File: config.mk
export PLATFORM = sky130hd
export DESIGN_NAME = inv_tree_pulse_ctrl
export DESIGN_NICKNAME = d
export VERILOG_FILES = /design/src/rtl/inv_tree_ctrl_pkg.sv /design/src/rtl/sync_ff_chain.sv /design/src/rtl/inv_tree_pulse_ctrl.sv
export SDC_FILE = /design/constraint.sdc
export NUM_CORES = 1
export LEC_CHECK = 0
export CAP_MARGIN = 20
export CORE_MARGIN = 5
export CORE_UTILIZATION = 57
export DETAILED_ROUTE_END_ITERATION = 10
export GPL_ROUTABILITY_DRIVEN = 0
export GPL_TIMING_DRIVEN = 1
export PLACE_DENSITY = 0.82
export SLEW_MARGIN = 40
export SYNTH_ARGS = -nofsm -noshare
export SYNTH_HDL_FRONTEND = slang
export SYNTH_SLANG_ARGS = --single-unit
File: constraint.sdc
create_clock -name clk -period 5.45 [get_ports clk]
set_input_delay 0.8175 -clock clk [delete_from_list [all_inputs] [get_ports clk]]
set_output_delay 0.8175 -clock clk [all_outputs]
set_load 0.02 [all_outputs]
File: src/rtl/inv_tree_ctrl_pkg.sv
// Shared types and helpers for the inverter-tree pulse sequencer/checker.
package inv_tree_ctrl_pkg;

    localparam int unsigned CNT_W_DEF       = 16;
    localparam int unsigned N_OUT_DEF       = 4;
    localparam int unsigned SYNC_STAGES_DEF = 2;

    typedef enum logic [1:0] {
        StIdle,
        StHigh,
        StLow,
        StDone
    } ctrl_state_e;

    // Adds a and b, clamping the result at 2^width-1 (width <= 32).
    function automatic logic [31:0] sat_add(input logic [31:0] a, input logic [31:0] b,
                                            input int unsigned width);
        logic [32:0] sum;
        logic [32:0] max_val;
        sum     = {1'b0, a} + {1'b0, b};
        max_val = (33'd1 << width) - 33'd1;
        return (sum > max_val) ? max_val[31:0] : sum[31:0];
    endfunction

endpackage

File: src/rtl/sync_ff_chain.sv
// Multi-bit flop-chain synchroniser with asynchronous active-low clear.
module sync_ff_chain #(
    parameter int unsigned DEPTH = 2,
    parameter int unsigned WIDTH = 1
) (
    input  logic             clk,
    input  logic             rst_n,
    input  logic [WIDTH-1:0] d,
    output logic [WIDTH-1:0] q
);

    logic [WIDTH-1:0] stage_q [DEPTH];

    always_ff @(posedge clk or negedge rst_n) begin
        if (!rst_n) begin
            for (int unsigned i = 0; i < DEPTH; i++) begin
                stage_q[i] <= '0;
            end
        end else begin
            stage_q[0] <= d;
            for (int unsigned i = 1; i < DEPTH; i++) begin
                stage_q[i] <= stage_q[i-1];
            end
        end
    end

    assign q = stage_q[DEPTH-1];

endmodule

File: src/rtl/inv_tree_pulse_ctrl.sv
// Pulse-train sequencer for the inverter fanout tree input, with a synchronised
// checker that counts compare events and per-output mismatches against ~din.
module inv_tree_pulse_ctrl
    import inv_tree_ctrl_pkg::*;
#(
    parameter int unsigned CNT_W       = CNT_W_DEF,
    parameter int unsigned N_OUT       = N_OUT_DEF,
    parameter int unsigned SYNC_STAGES = SYNC_STAGES_DEF
) (
    input  logic             clk,
    input  logic             rst_n,
    input  logic             start,
    input  logic             abort,
    input  logic [CNT_W-1:0] pulse_hi,
    input  logic [CNT_W-1:0] pulse_lo,
    input  logic [CNT_W-1:0] pulse_num,
    output logic             din_o,
    input  logic [N_OUT-1:0] dout_i,
    output logic             busy,
    output logic             done,
    output logic [CNT_W-1:0] mismatch_cnt,
    output logic [CNT_W-1:0] check_cnt
);

    localparam logic [CNT_W-1:0] One   = CNT_W'(1);
    localparam logic [CNT_W-1:0] SyncW = CNT_W'(SYNC_STAGES);

    ctrl_state_e      state_q;
    logic             din_q;
    logic             busy_q;
    logic             done_q;
    logic [CNT_W-1:0] hi_q;
    logic [CNT_W-1:0] lo_q;
    logic [CNT_W-1:0] phase_q;
    logic [CNT_W-1:0] pulses_q;
    logic [CNT_W-1:0] mismatch_q;
    logic [CNT_W-1:0] check_q;

    logic [N_OUT-1:0] sync_dout;
    logic [CNT_W-1:0] hi_eff;
    logic [CNT_W-1:0] lo_eff;
    logic [CNT_W-1:0] cmp_width;
    logic [CNT_W-1:0] mismatch_sum;
    logic [CNT_W-1:0] check_sum;
    logic [31:0]      err_bits;
    logic             cmp_en;

    sync_ff_chain #(
        .DEPTH (SYNC_STAGES),
        .WIDTH (N_OUT)
    ) u_sync (
        .clk   (clk),
        .rst_n (rst_n),
        .d     (dout_i),
        .q     (sync_dout)
    );

    always_comb begin
        hi_eff    = (pulse_hi == '0) ? One : pulse_hi;
        lo_eff    = (pulse_lo == '0) ? One : pulse_lo;
        cmp_width = (state_q == StHigh) ? hi_q : lo_q;
        // Only phases longer than the synchroniser let the tree response settle in-phase.
        cmp_en    = ((state_q == StHigh) || (state_q == StLow)) && (phase_q == '0) &&
                    (cmp_width > SyncW);
        err_bits  = '0;
        // A healthy output is the inverse of din, so equality with din is a failure.
        for (int unsigned i = 0; i < N_OUT; i++) begin
            err_bits = err_bits + 32'(sync_dout[i] == din_q);
        end
        mismatch_sum = CNT_W'(sat_add(32'(mismatch_q), err_bits, CNT_W));
        check_sum    = CNT_W'(sat_add(32'(check_q), 32'd1, CNT_W));
    end

    always_ff @(posedge clk or negedge rst_n) begin
        if (!rst_n) begin
            state_q    <= StIdle;
            din_q      <= 1'b0;
            busy_q     <= 1'b0;
            done_q     <= 1'b0;
            hi_q       <= '0;
            lo_q       <= '0;
            phase_q    <= '0;
            pulses_q   <= '0;
            mismatch_q <= '0;
            check_q    <= '0;
        end else begin
            done_q <= 1'b0;
            unique case (state_q)
                StIdle: begin
                    if (start) begin
                        hi_q       <= hi_eff;
                        lo_q       <= lo_eff;
                        mismatch_q <= '0;
                        check_q    <= '0;
                        if (pulse_num == '0) begin
                            state_q <= StDone;
                            done_q  <= 1'b1;
                            busy_q  <= 1'b0;
                        end else begin
                            state_q  <= StHigh;
                            din_q    <= 1'b1;
                            busy_q   <= 1'b1;
                            phase_q  <= hi_eff - One;
                            pulses_q <= pulse_num;
                        end
                    end
                end
                StHigh: begin
                    if (abort) begin
                        state_q <= StIdle;
                        din_q   <= 1'b0;
                        busy_q  <= 1'b0;
                    end else if (phase_q == '0) begin
                        if (cmp_en) begin
                            check_q    <= check_sum;
                            mismatch_q <= mismatch_sum;
                        end
                        state_q  <= StLow;
                        din_q    <= 1'b0;
                        phase_q  <= lo_q - One;
                        pulses_q <= pulses_q - One;
                    end else begin
                        phase_q <= phase_q - One;
                    end
                end
                StLow: begin
                    if (abort) begin
                        state_q <= StIdle;
                        din_q   <= 1'b0;
                        busy_q  <= 1'b0;
                    end else if (phase_q == '0) begin
                        if (cmp_en) begin
                            check_q    <= check_sum;
                            mismatch_q <= mismatch_sum;
                        end
                        if (pulses_q != '0) begin
                            state_q <= StHigh;
                            din_q   <= 1'b1;
                            phase_q <= hi_q - One;
                        end else begin
                            state_q <= StDone;
                            done_q  <= 1'b1;
                            busy_q  <= 1'b0;
                        end
                    end else begin
                        phase_q <= phase_q - One;
                    end
                end
                StDone: begin
                    state_q <= StIdle;
                    busy_q  <= 1'b0;
                end
                default: begin
                    state_q <= StIdle;
                    din_q   <= 1'b0;
                    busy_q  <= 1'b0;
                end
            endcase
        end
    end

    assign din_o        = din_q;
    assign busy         = busy_q;
    assign done         = done_q;
    assign mismatch_cnt = mismatch_q;
    assign check_cnt    = check_q;

endmodule
# After elaboration in Yosys (flattened, before gate mapping)
# Index checks and enable logic that the tools add are counted.
# word_totals
reg_bits,109
inputBits,56
out_inout_bits,35
wordCells,122
# classes
addsub,10
magnitude_cmp,3
eq_ne,21
mux,56
n_reduce_logical,20
# op_table
cell,n
two-way mux 16 bit,23
one-hot mux 16 bit (2 select lines),3
"subtractor 16 x 1 -> 16 bit, second input constant",5
zero test 16 bit,4
one-hot mux 16 bit (3 select lines),1
"greater-than comparator 17 x 16 -> 1 bit, second input constant",2
two-way mux 1 bit,18
"adder 16 x 1 -> 17 bit, second input constant",1
adder 16 x 4 -> 17 bit,1
"greater-than comparator 16 x 2 -> 1 bit, second input constant",1
nonzero test 16 bit,1
two-way mux 2 bit,7
"!= test 2 bit, second input constant",6
"!= test 3 x 2 -> 1 bit, second input constant",4
AND reduction 6 bit,2
AND reduction 5 bit,2
one-hot mux 2 bit (4 select lines),1
"!= test 2 x 1 -> 1 bit, second input constant",3
adder 3 x 1 -> 4 bit,1
== test 1 bit,4
"== test 2 bit, second input constant",2
one-hot mux 1 bit (4 select lines),1
AND reduction 4 bit,1
nonzero test 2 bit,2
13 further kinds,14

# Longest topological paths before layout
# logic_depth
depth_word,11
ltp_mapped,13
ltp_nobuf,11

# Hierarchy
# Synthesis repeated with hierarchy kept, for this count alone.
# unflattened
cells_unflattened,816
area_unflattened_um2,7307.0
# by_module_without_submodules
mod,n_inst,cells_per_inst,area_each_um2,seq_area_each_um2
inv_tree_pulse_ctrl,1,804,7076.8,2527.4
sync_ff_chain,1,12,230.2,200.2

# Worst setup path before layout
# No wires, ideal clock.
# synth_path
path_type,register to register
start,reg din_q (netlist: din_o)
end,reg mismatch_q[12] (netlist: mismatch_cnt[12])
arrival_ns,3.385
t_required_ns,5.372
slack_ns,1.988
path_stages_with_launch,14
n_path_buf,2
period_less_slack_ns,3.462
path_cell_list,dfrtp_1 clkbuf_1 xor2_1 fa_1 fa_1 inv_1 fa_1 nand4_1 nor3_1 nand3_1 clkbuf_1 nand2_1 o21ai_0 a21oi_1
# synth_via
elab_chain_cells,11
elab_cells_between_ends,14
cone_classes,add/sub (4); order compare (1); eq/ne (4); mux (5)
# synth_lines
item,line,text
from (decl),inv_tree_pulse_ctrl.sv:29,logic din_q;
from (signal assigned),inv_tree_pulse_ctrl.sv:77,din_q <= 1'b0;
from (signal assigned),inv_tree_pulse_ctrl.sv:101,din_q <= 1'b1;
from (signal assigned),inv_tree_pulse_ctrl.sv:111,din_q <= 1'b0;
== test 1 bit,inv_tree_pulse_ctrl.sv:68,err_bits = err_bits + 32'(sync_dout[i] == din_q);
adder 1 x 1 -> 2 bit,inv_tree_pulse_ctrl.sv:68,
adder 2 x 1 -> 3 bit,inv_tree_pulse_ctrl.sv:68,
adder 3 x 1 -> 4 bit (*),inv_tree_pulse_ctrl.sv:68,
adder 16 x 4 -> 17 bit (*),inv_tree_ctrl_pkg.sv:20,"sum = {1'b0, a} + {1'b0, b};"
greater-than comparator 17 x 16 -> 1 bit,inv_tree_ctrl_pkg.sv:22,return (sum > max_val) ? max_val[31:0] : sum[31:0];
two-way mux 16 bit (*),inv_tree_ctrl_pkg.sv:22,
two-way mux 16 bit (*),"inv_tree_pulse_ctrl.sv:114, inv_tree_pulse_ctrl.sv:132",
two-way mux 16 bit (*),inv_tree_pulse_ctrl.sv:113,end else if (phase_q == '0) begin
two-way mux 16 bit (*),inv_tree_pulse_ctrl.sv:109,if (abort) begin
one-hot mux 16 bit (2 select lines) (*),inv_tree_pulse_ctrl.sv:88,unique case (state_q)
to (signal assigned),inv_tree_pulse_ctrl.sv:116,mismatch_q <= mismatch_sum;
to (signal assigned),inv_tree_pulse_ctrl.sv:134,mismatch_q <= mismatch_sum;
to (decl),inv_tree_pulse_ctrl.sv:36,logic [CNT_W-1:0] mismatch_q;
# Mark *: on every way between the ends. The rest lies on a longest branch, timed or not. The select of a mux whose other input is x is not followed.
# A chain may end at the register's enable or synchronous reset.

# Final worst setup path
# layout_path
start,reg din_q (netlist: din_o)
end,reg mismatch_q[11] (netlist: mismatch_cnt[11])
# Same word-level chain as after synthesis.

==> impl_metrics.ini <==
[power]
power.switching_uw = 2070
p_comb_share_pct = 50.2
p_leak_uw = 0.00333
seq_power_share_pct = 33.8
power_density_nw_per_um2 = 526
power_frac_clock_pct = 16.1
ir_worst_vdd_uv = 301
p_int_uw = 2470
swShare_pct = 45.6

[synth]
yosys-top-cells-area = dfrtp_1 (38%), mux2_2 (4.6%), o21ai_0 (3.9%), nand2_1 (3.4%), xnor2_1 (3.0%)
ys_ff_latch = 109
synth.top_cell.area_share_pct = 37.5
synth_edf_count = 0
syn_area_per_cell_um2 = 8.83
ys_seq_area_share_pct = 37.5
yosysUniqueCellTypes = 67
synth_nets = 895
syn_inst = 823
synth-async-reset-ratio_pct = 100
syn_area_um2 = 7270
yosysWarnings = 0
yosys.area.top_type = dfrtp_1
synth_top_flop_cell = dfrtp_1

[route]
drt_iter0_markers = 1109
vias = 7161
final_antenna_net_count = 0
post-route-drc-count = 0
drt_pass1_iterations = 7
via_per_inst = 6.74
drt_wl_total_um = 21000
drt-wirelength-per-cell_um = 19.8

[timing]
finalCriticalPeriod_ns = 3.98
timing.fmax_mhz = 251
finClkSkew_ns = 0.00627
finalCritPeriodShare_pct = 73.0
setup_violations = 0
worst_pin_slew_ns = 0.911
fin_setup_tns_ns = 0
slew_viol_final = 0
timing.final.ws_setup_ns = 1.47
rsz0062_at_grt = no
hold_viol_final = 0
timing.slew.headroom_pct = 38.6

[worst_setup_path]
cp_common_cell = fa_1
slowest_delay_ns = 0.62
startpoint = din_o
crit_end = mismatch_cnt[11]
r2r_end = mismatch_cnt[11]
worst-path-max-fanout = 12
r2r_slack_ns = 1.47
worstPathCellList = xor2_1 -> fa_1 -> fa_1 -> inv_1 -> fa_1 -> nand4_1 -> nor3_1 -> nand3_1 -> a31o_2 -> a21oi_1
start_kind = register
crit_path_end_kind = register
reg2regPathDepth = 10
cp_data_arrival_time_ns = 4.26
cp.required_ns = 5.74
critPathKind = register to register
crit_slowest_cell = nor3_1
rr_startpoint = din_o

[global_routing]
grtUsageTotal_pct = 28.7
grt_pass1_wl_um = 35000
grt_util_met1_pct = 38.9
globalRouteMet2Util_pct = 45.2
grt.busiest_layer = met2
met3_usage_pct = 5.31
grt_max_degree = 66
antenna_found_initial = 0
grt_pass1_vias = 7075
grt-ovfl-total = 0

[place]
place_ws_ns = 1.55
hpwl_um = 14600
io_buffers = 90
dp.cells = 1046

[clocking]
cts_root_buf = clkbuf_16
path_clk_slew_ns = 0.07
cts_hold_buf = 0
post_cts_buffers = 0
postCtsResizedCells = 0
clockBufferDepth = 2
clock_latency_ns = 0.36
h-tree-depth = 3
numCtsBuffers = 9
clock-sinks = 109
tritoncts = built

[die]
die_w_um = 123
die_h_um = 123
core_um2 = 12600
start_util_pct = 57.8
rows = 41
die-area_um2 = 15100
pin_count = 91

[min_path]
hp-class = register to register

[flow_run]
maxCapViolations = 0

[layout]
fin_nets = 957
layoutNonFillerInstCount = 1062
syn_to_final_growth_pct = 18.8
fillers = 984
diodes = 0
final_layout_size_suffix_gt1_share_pct = 8.88

[outcome]
outcome = finished clean
==> cell usage in the layout, fill, tap and decap left out, drive strengths merged, types with 11 or more instances in the layout <==
cell	instances
xnor2	25
and3	11
xor2	20
mux2	30
nand4	17
nand2	65
a21oi	39
a21o	14
clkdlybuf4s50	89
nand3	31
dfrtp	109
clkbuf	11
nor4	29
nor3	32
ha	13
or4	19
inv	29
a31oi	16
o31ai	16
nor2	51
o21ai	58
==> synth_stat cells, types with 13 or more instances <==
library cell,count
mux2_2,30
nand4_1,17
xnor2_1,25
o31ai_1,16
nor3_1,32
a31oi_1,16
o21ai_0,57
nand2_1,65
clkbuf_1,40
inv_1,28
a21oi_1,39
a21o_1,14
nor2_1,51
xor2_1,20
dfrtp_1,109
or4_1,17
nand3_1,31
nor4_1,26
ha_1,13
==> critical path: cells and delay by family, from the launching register on <==
family | cells | cell delay (ns)
xor gates and xnor gates | 1 | 0.23
AOI/OAI and AO/OA | 2 | 0.53
buffers and inverters | 1 | 0.09
adders and majority gates | 3 | 1.17
and+or+nand+nor | 3 | 1.37
DFF | 1 | 0.51
==> cell type report <==
cell class / instances / area, µm² / share of cell area, %
clock buffers: 11 / 243 / 2.81
clock inverters: 5 / 82.6 / 0.956
inverters: 28 / 105 / 1.22
multi-input cells: 640 / 4310 / 49.9
flip-flops and latches: 109 / 2730 / 31.6
well taps: 172 / 215 / 2.49
repair buffers: 97 / 955 / 11.1
==> flip-flops by register name, summed over array words and instances, names as in the netlist <==
| signal | flops |
|---|---|
| phase_q | 16 |
| mismatch_cnt | 16 |
| done | 1 |
| check_cnt | 16 |
| u_sync.q | 4 |
| hi_q | 16 |
| state_q | 2 |
| lo_q | 16 |
| busy | 1 |
| u_sync.stage_q | 4 |
| din_o | 1 |
| pulses_q | 16 |
==> metal layers <==
metal  vias to the layer above  wire length, µm
met5                         -                0
met4                         0              639
met3                        61             1770
met2                       372             9940
met1                      3464             8670
li1                       3264                -
==> through the flow <==
step           utilization (%)  area, µm²  power [µW]  hold slack (ns)
4_1_cts                   68.4       8600        4460            0.351
3_3_place_gp              65.8       8260        3580            0.334
3_5_place_dp              65.8       8270        3700            0.335
2_1_floorplan                -       7270        3020            0.331
6_report                  68.7       8640        4540            0.351
5_1_grt                   68.7       8640        4840            0.355
==> logic make-up after synthesis <==
| kind of cell | count (synthesis) | synth area share (%) |
|---|---|---|
| fa+ha+maj | 16 | 3.06 |
| mux | 31 | 4.79 |
| flops | 109 | 37.5 |
| simple gates | 311 | 23.3 |
| compound gates | 237 | 22.0 |
| xor+xnor | 45 | 5.42 |
| buf+inv | 74 | 3.86 |
==> how the worst min path moves through the flow <==
stage,to,cells past startpoint,slack (ns),startpoint
2_1_floorplan,u_sync.q[0],0,0.33,u_sync.stage_q[4]
4_1_cts,u_sync.q[1],0,0.35,u_sync.stage_q[5]
3_5_place_dp,u_sync.q[1],0,0.33,u_sync.stage_q[5]
5_1_grt,u_sync.q[1],0,0.35,u_sync.stage_q[5]
6_report,u_sync.q[1],0,0.35,u_sync.stage_q[5]
3_3_place_gp,u_sync.q[3],0,0.33,u_sync.stage_q[7]
==> power by group through the flow <==
stage               clock network, µW  registers (µW)  logic, µW
finish                            730            1530       2280
global route                      771            1580       2490
CTS                               734            1510       2220
detailed placement                  0            1510       2190
global placement                    0            1490       2090
floorplan                           0            1420       1610
Power figures use the tool's default switching activity.
